## config.mk

```make
export PLATFORM = sky130hd
export DESIGN_NAME = mult_hilo
export DESIGN_NICKNAME = d
export VERILOG_FILES = /design/src/rtl/mult_hilo.sv
export SDC_FILE = /design/constraint.sdc
export NUM_CORES = 1
export LEC_CHECK = 0
export CAP_MARGIN = 20
export CELL_PAD_IN_SITES_DETAIL_PLACEMENT = 0
export CELL_PAD_IN_SITES_GLOBAL_PLACEMENT = 1
export CORE_MARGIN = 5
export CORE_UTILIZATION = 33
export CTS_BUF_LIST = sky130_fd_sc_hd__clkbuf_16
export DETAILED_ROUTE_END_ITERATION = 10
export PLACE_DENSITY_LB_ADDON = 0.1
export SYNTH_ARGS = -nofsm -noshare
export SYNTH_HDL_FRONTEND = slang
export SYNTH_SLANG_ARGS = --single-unit
```

## constraint.sdc

```tcl
create_clock -name clk -period 2.6 [get_ports clk]
set_clock_uncertainty 0.1 [all_clocks]
set_input_delay 0.52 -clock clk [delete_from_list [all_inputs] [get_ports clk]]
set_output_delay 0.52 -clock clk [all_outputs]
set_load 0.02 [all_outputs]
```

## src/rtl/mult_hilo.sv

```systemverilog
// Multi-cycle MULT/MULTU/MADD/MADDU sequencer that owns the architectural HI/LO pair.
// Define MULT_HILO_ACC_EN to enable accumulate (MADD/MADDU) into {hi,lo}.
module mult_hilo #(
    parameter int unsigned LATENCY = 2
) (
    input  logic        clk,
    input  logic        resetn,
    input  logic        mul_valid,
    input  logic [1:0]  mul_op,
    input  logic [31:0] mul_src1,
    input  logic [31:0] mul_src2,
    output logic        mul_ready,
    output logic        mul_done,
    input  logic [1:0]  hilo_wen,
    input  logic [31:0] hilo_wdata,
    output logic [31:0] hi,
    output logic [31:0] lo,
    output logic [31:0] mult_op1,
    output logic [31:0] mult_op2,
    input  logic [63:0] mult_product
);

    typedef enum logic [1:0] {
        ST_IDLE = 2'd0,
        ST_BUSY = 2'd1,
        ST_DONE = 2'd2
    } state_t;

    localparam logic [3:0] CNT_LOAD = 4'(LATENCY - 1);

    state_t      state_q, state_d;
    logic [3:0]  cnt_q, cnt_d;
    logic [31:0] op1_q, op1_d;
    logic [31:0] op2_q, op2_d;
    logic        neg_q, neg_d;
    logic [31:0] hi_q, hi_d;
    logic [31:0] lo_q, lo_d;
    logic        mul_ready_q, mul_ready_d;
    logic        mul_done_q, mul_done_d;
    logic [63:0] res_s;
    logic [63:0] hilo_new_s;

    // Magnitude of a possibly-signed operand; |0x80000000| wraps to itself.
    function automatic logic [31:0] abs32(input logic [31:0] v, input logic sgn);
        if (sgn && v[31]) begin
            abs32 = ~v + 32'd1;
        end else begin
            abs32 = v;
        end
    endfunction

    // Re-apply the sign to the unsigned product (two's complement, mod 2^64).
    always_comb begin
        if (neg_q) begin
            res_s = ~mult_product + 64'd1;
        end else begin
            res_s = mult_product;
        end
    end

`ifdef MULT_HILO_ACC_EN
    logic acc_q, acc_d;

    // Accumulate into the current {hi,lo} when the accepted op asked for it.
    always_comb begin
        if (acc_q) begin
            hilo_new_s = {hi_q, lo_q} + res_s;
        end else begin
            hilo_new_s = res_s;
        end
    end

    // Accumulate flag register.
    always_ff @(posedge clk or negedge resetn) begin
        if (!resetn) begin
            acc_q <= 1'b0;
        end else begin
            acc_q <= acc_d;
        end
    end
`else
    logic op_unused_s;
    assign op_unused_s = mul_op[1];

    // Without accumulate every op simply overwrites {hi,lo}.
    always_comb begin
        hilo_new_s = res_s;
    end
`endif

    // Next-state, operand capture and HI/LO update logic.
    always_comb begin
        state_d = state_q;
        cnt_d   = cnt_q;
        op1_d   = op1_q;
        op2_d   = op2_q;
        neg_d   = neg_q;
        hi_d    = hi_q;
        lo_d    = lo_q;
`ifdef MULT_HILO_ACC_EN
        acc_d   = acc_q;
`endif
        case (state_q)
            ST_IDLE: begin
                // MTHI/MTLO land before any accepted op, so a MADD sees them.
                if (hilo_wen[1]) begin
                    hi_d = hilo_wdata;
                end else begin
                    hi_d = hi_q;
                end
                if (hilo_wen[0]) begin
                    lo_d = hilo_wdata;
                end else begin
                    lo_d = lo_q;
                end
                if (mul_valid && mul_ready_q) begin
                    op1_d   = abs32(mul_src1, mul_op[0]);
                    op2_d   = abs32(mul_src2, mul_op[0]);
                    neg_d   = mul_op[0] & (mul_src1[31] ^ mul_src2[31]);
                    cnt_d   = CNT_LOAD;
                    state_d = ST_BUSY;
`ifdef MULT_HILO_ACC_EN
                    acc_d   = mul_op[1];
`endif
                end else begin
                    state_d = ST_IDLE;
                end
            end
            ST_BUSY: begin
                if (cnt_q == 4'd0) begin
                    state_d = ST_DONE;
                end else begin
                    cnt_d = cnt_q - 4'd1;
                end
            end
            ST_DONE: begin
                hi_d    = hilo_new_s[63:32];
                lo_d    = hilo_new_s[31:0];
                state_d = ST_IDLE;
            end
            default: begin
                state_d = ST_IDLE;
            end
        endcase
        mul_ready_d = (state_d == ST_IDLE);
        mul_done_d  = (state_d == ST_DONE);
    end

    // State and datapath registers.
    always_ff @(posedge clk or negedge resetn) begin
        if (!resetn) begin
            state_q     <= ST_IDLE;
            cnt_q       <= 4'd0;
            op1_q       <= 32'd0;
            op2_q       <= 32'd0;
            neg_q       <= 1'b0;
            hi_q        <= 32'd0;
            lo_q        <= 32'd0;
            mul_ready_q <= 1'b1;
            mul_done_q  <= 1'b0;
        end else begin
            state_q     <= state_d;
            cnt_q       <= cnt_d;
            op1_q       <= op1_d;
            op2_q       <= op2_d;
            neg_q       <= neg_d;
            hi_q        <= hi_d;
            lo_q        <= lo_d;
            mul_ready_q <= mul_ready_d;
            mul_done_q  <= mul_done_d;
        end
    end

    assign mul_ready = mul_ready_q;
    assign mul_done  = mul_done_q;
    assign hi        = hi_q;
    assign lo        = lo_q;
    assign mult_op1  = op1_q;
    assign mult_op2  = op2_q;

endmodule

```

==> impl_metrics.yaml <==
power_and_ir_drop:
  power_density_nw_per_um2: 966
  p_leak_nw: 5.71
  vdd_drop_max_uv: 496
cells_and_area:
  fin_util_pct: 55.2
  nNetsFinal: 1598
  antenna_cells: 0
  syn2layout_area_growth_pct: 66.3
  fillers: 2410
  drive_gt1_share_pct: 19.0
synth:
  synth-edff-count: 0
  syn_nets: 1143
  yosys.area.top_type: "dfrtp_1"
  seq_area_frac_synth_pct: 41.2
  synth_top_area_share_pct: 40.9
  async_reset_ff_share_pct: 100
  yosys_most_used_dff: "dfrtp_1"
  syn_inst: 971
  syn_area_per_cell_sq_um: 8.57
  synth_seq_cells: 137
  netlist_area_sq_um: 8320
  yosys_warnings: 0
  synth.area.top_cells: "dfrtp_1 (41%), o21ai_0 (7.6%), nand2_1 (6.5%)"
  ys_types: 57
cts:
  cts_buffers: 17
  clock_latency_ps: 420
  cts_tree: "yes"
  htreeDepth: 4
  path_clk_slew_ps: 60
  cts_max_path_buffers: 2
  ctsRootBufferMaster: "clkbuf_16"
  cts_sinks: 137
global_routing:
  use_met2_pct: 38.9
  antenna_found_initial: 1
  grt_max_degree: 82
  grt_overflow: 0
  grt_pass1_wl_mm: 51.4
  grt-busiest-layer: "met2"
  grt_util_met1_pct: 28.7
  grt_util_met3_pct: 7.05
  grt_use_total_pct: 23.0
  grt_pass1_vias: 9093
worst_setup_path:
  reg2reg_from: "state_q[1]$_DFF_PN0_"
  rrSetupSlack_ps: 450
  worst_ep_arrival_time_ps: 2750
  crit_type: "input port to flop"
  regToRegEndpoint: "lo[27]$_DFFE_PN0P_"
  worst_ep_required_time_ps: 2780
  critPathLaunchType: "input port"
  path_depth: 8
  cp_slowest_stage_delay_ps: 460
  crit_end: "lo[30]$_DFFE_PN0P_"
  slowest_stage: "clkdlybuf4s50_1"
  worstSetupEndpointType: "flop"
  path_delay_family: "simple AND/OR/NAND/NOR gates"
  path_cells: "clkdlybuf4s50_1, nor4_1, nand2_1, buf_4, or3_1, o31ai_2, xor2_1, o221ai_1"
  crit_start: "mult_product[18]"
  crit_buf_inv: 2
  crit_fanout: 5
  reg2reg_depth: 5
die:
  die_x_um: 169
  initial_core_util_pct: 33.2
  fp-row-count: 58
  core_area_sq_um: 25000
  dieHeight_um: 169
  die-area_sq_um: 28500
  io_pins: 297
place:
  dp.final_hpwl_mm: 26.2
  numPortBuffers: 295
  pre_cts_ws_ps: -591
  gp_congestion: 0.888
sta:
  rsz0062_at_grt: "yes"
  setup_viol: 0
  fin_setup_tns_ps: 0
  worstMarginPinSlew_ps: 596
  min_period_over_period_pct: 98.6
  slew-limit-headroom_pct: 60.2
  hold_slack_ps: 375
  drv_slew: 0
  hold_violations: 0
  fin_ws_ps: 35.7
  fmax_ghz: 0.390
  fin_crit_ps: 2560
routing:
  drt_iter0_drc: 600
  postRouteAntennaNets: 0
  vias_per_cell: 5.13
  post-route-drc-count: 0
  wl_mm: 34.0
  post_drt_wl_per_cell_um: 19.2
  drt_pass1_iterations: 6
  via_count: 9057
worst_hold_path:
  min-delay-path-class: "flop to flop"
  holdPathStages: 2
run:
  cap_viol_max_count: 0
run_status:
  status: "completed"
-- logic make-up (layout without fill, tap and decap cells) --
logic type               after synthesis  count (layout)  share of synthesized area, %
multiplexers                          13              13                          1.56
adder cells (fa/ha/maj)                5               5                         0.752
XOR/XNOR                             110             110                          11.6
AO/OA/AOI/OAI                        278             278                          20.9
buffers and inverters                 69             535                          3.16
flip-flops                           137             137                          41.2
AND/OR/NAND/NOR                      359             359                          20.8
-- routing by layer --
| metal | vias to the layer above | routed length, um | share of wire [%] |
|---|---|---|---|
| met5 | - | 11 | 0.032 |
| met4 | 2 | 637 | 1.9 |
| met3 | 39 | 2920 | 8.6 |
| met2 | 314 | 16300 | 48 |
| met1 | 4291 | 14100 | 41 |
| li1 | 4411 | - | - |
-- worst register-to-register path: stages, from the launching register on --
cell,delay [ps]
dfrtp_1,550
nor2b_4,530
buf_4,320
mux2i_2,320
buf_4,150
o21ai_0,60
-- cell type report --
type | count | area, sq um | share of cell area (%)
Clock buffer | 17 | 425 | 3.08
Clock inverter | 13 | 158 | 1.14
Inverter | 15 | 56.3 | 0.407
Multi-Input combinational cell | 765 | 4860 | 35.1
Sequential cell | 137 | 3430 | 24.8
Tap cell | 330 | 413 | 2.99
Timing Repair Buffer | 490 | 4490 | 32.5
-- what timing repair did --
| action | CTS | global route |
|---|---|---|
| hold buffers | 1 | 0 |
| endpoints found under the hold margin | 43 | 0 |
| buffers inserted | 1 | 2 |
| setup endpoints to repair | 11 | 30 |
| resized for setup | 12 | 40 |
| pin swaps | 7 | 13 |
-- synth_stat cells, drive strengths merged, types with 2 or more instances --
cell type and n:
a211oi 7, a21o 2, a21oi 35, a221oi 8, a222oi 2, a22o 2, a22oi 6, a31oi 13
a41oi 3, and2 2, and3 7, buf 9, clkbuf 45, dfrtp 136, ha 5, inv 15
mux2i 13, nand2 144, nand2b 6, nand3 16, nand4 3, nand4b 5, nor2 83, nor2b 4
nor3 19, nor3b 3, nor4 28, o211ai 2, o21ai 127, o221ai 11, o22ai 6, o31ai 31
o41ai 17, or2 2, or3 24, or4 10, xnor2 53, xor2 57
-- worst min-delay path by stage --
stage	start	end	slack, ps
global route	lo[9]$_DFFE_PN0P_	lo[9]$_DFFE_PN0P_	390
floorplan	resetn	cnt_q[0]$_DFFE_PN0P_	120
global placement	mult_op1[31]$_DFFE_PN0P_	mult_op1[31]$_DFFE_PN0P_	360
finish	mult_op2[24]$_DFFE_PN0P_	mult_op2[24]$_DFFE_PN0P_	370
detailed placement	lo[9]$_DFFE_PN0P_	lo[9]$_DFFE_PN0P_	370
CTS	lo[9]$_DFFE_PN0P_	lo[9]$_DFFE_PN0P_	380
-- stage by stage --
stage          std cells  area, sq um  total power [mW]
5_1_grt             1767        13800              14.2
3_5_place_dp        1733        13000              10.9
3_3_place_gp        1733        13000              10.8
4_1_cts             1765        13600              13.4
2_1_floorplan        971         8320              7.28
6_report            1767        13800              13.4
-- where the power goes --
part           total (mW)  internal (mW)  leakage [nW]  switching, mW
Combinational        7.05           3.22          3.77           3.83
Sequential           3.83           3.17          1.67          0.661
Clock                2.48           1.49         0.272          0.989
-- sequential cells by signal, summed over array words and instances (netlist names) --
name,cells
hi,32
mul_done,1
lo,32
state_q,2
mul_ready,1
cnt_q,4
mult_op2,32
mult_op1,32
neg_q,1
-- placed cells by master (no fill, tap or decap), drive strengths merged, types with 6 or more instances in the layout --
master,n
o31ai,31
clkbuf,17
nor4,28
clkdlybuf4s50,282
dfrtp,136
xor2,57
nand2b,6
mux2i,13
or3,24
buf,195
or4,10
a211oi,7
nor3,19
o22ai,6
a31oi,13
o221ai,11
nor2,83
nand3,16
inv,16
and3,7
a221oi,8
dlymetal6s2s,8
o21ai,127
nand2,144
o41ai,17
a22oi,6
xnor2,53
a21oi,35
Power figures use the tool's default switching activity.
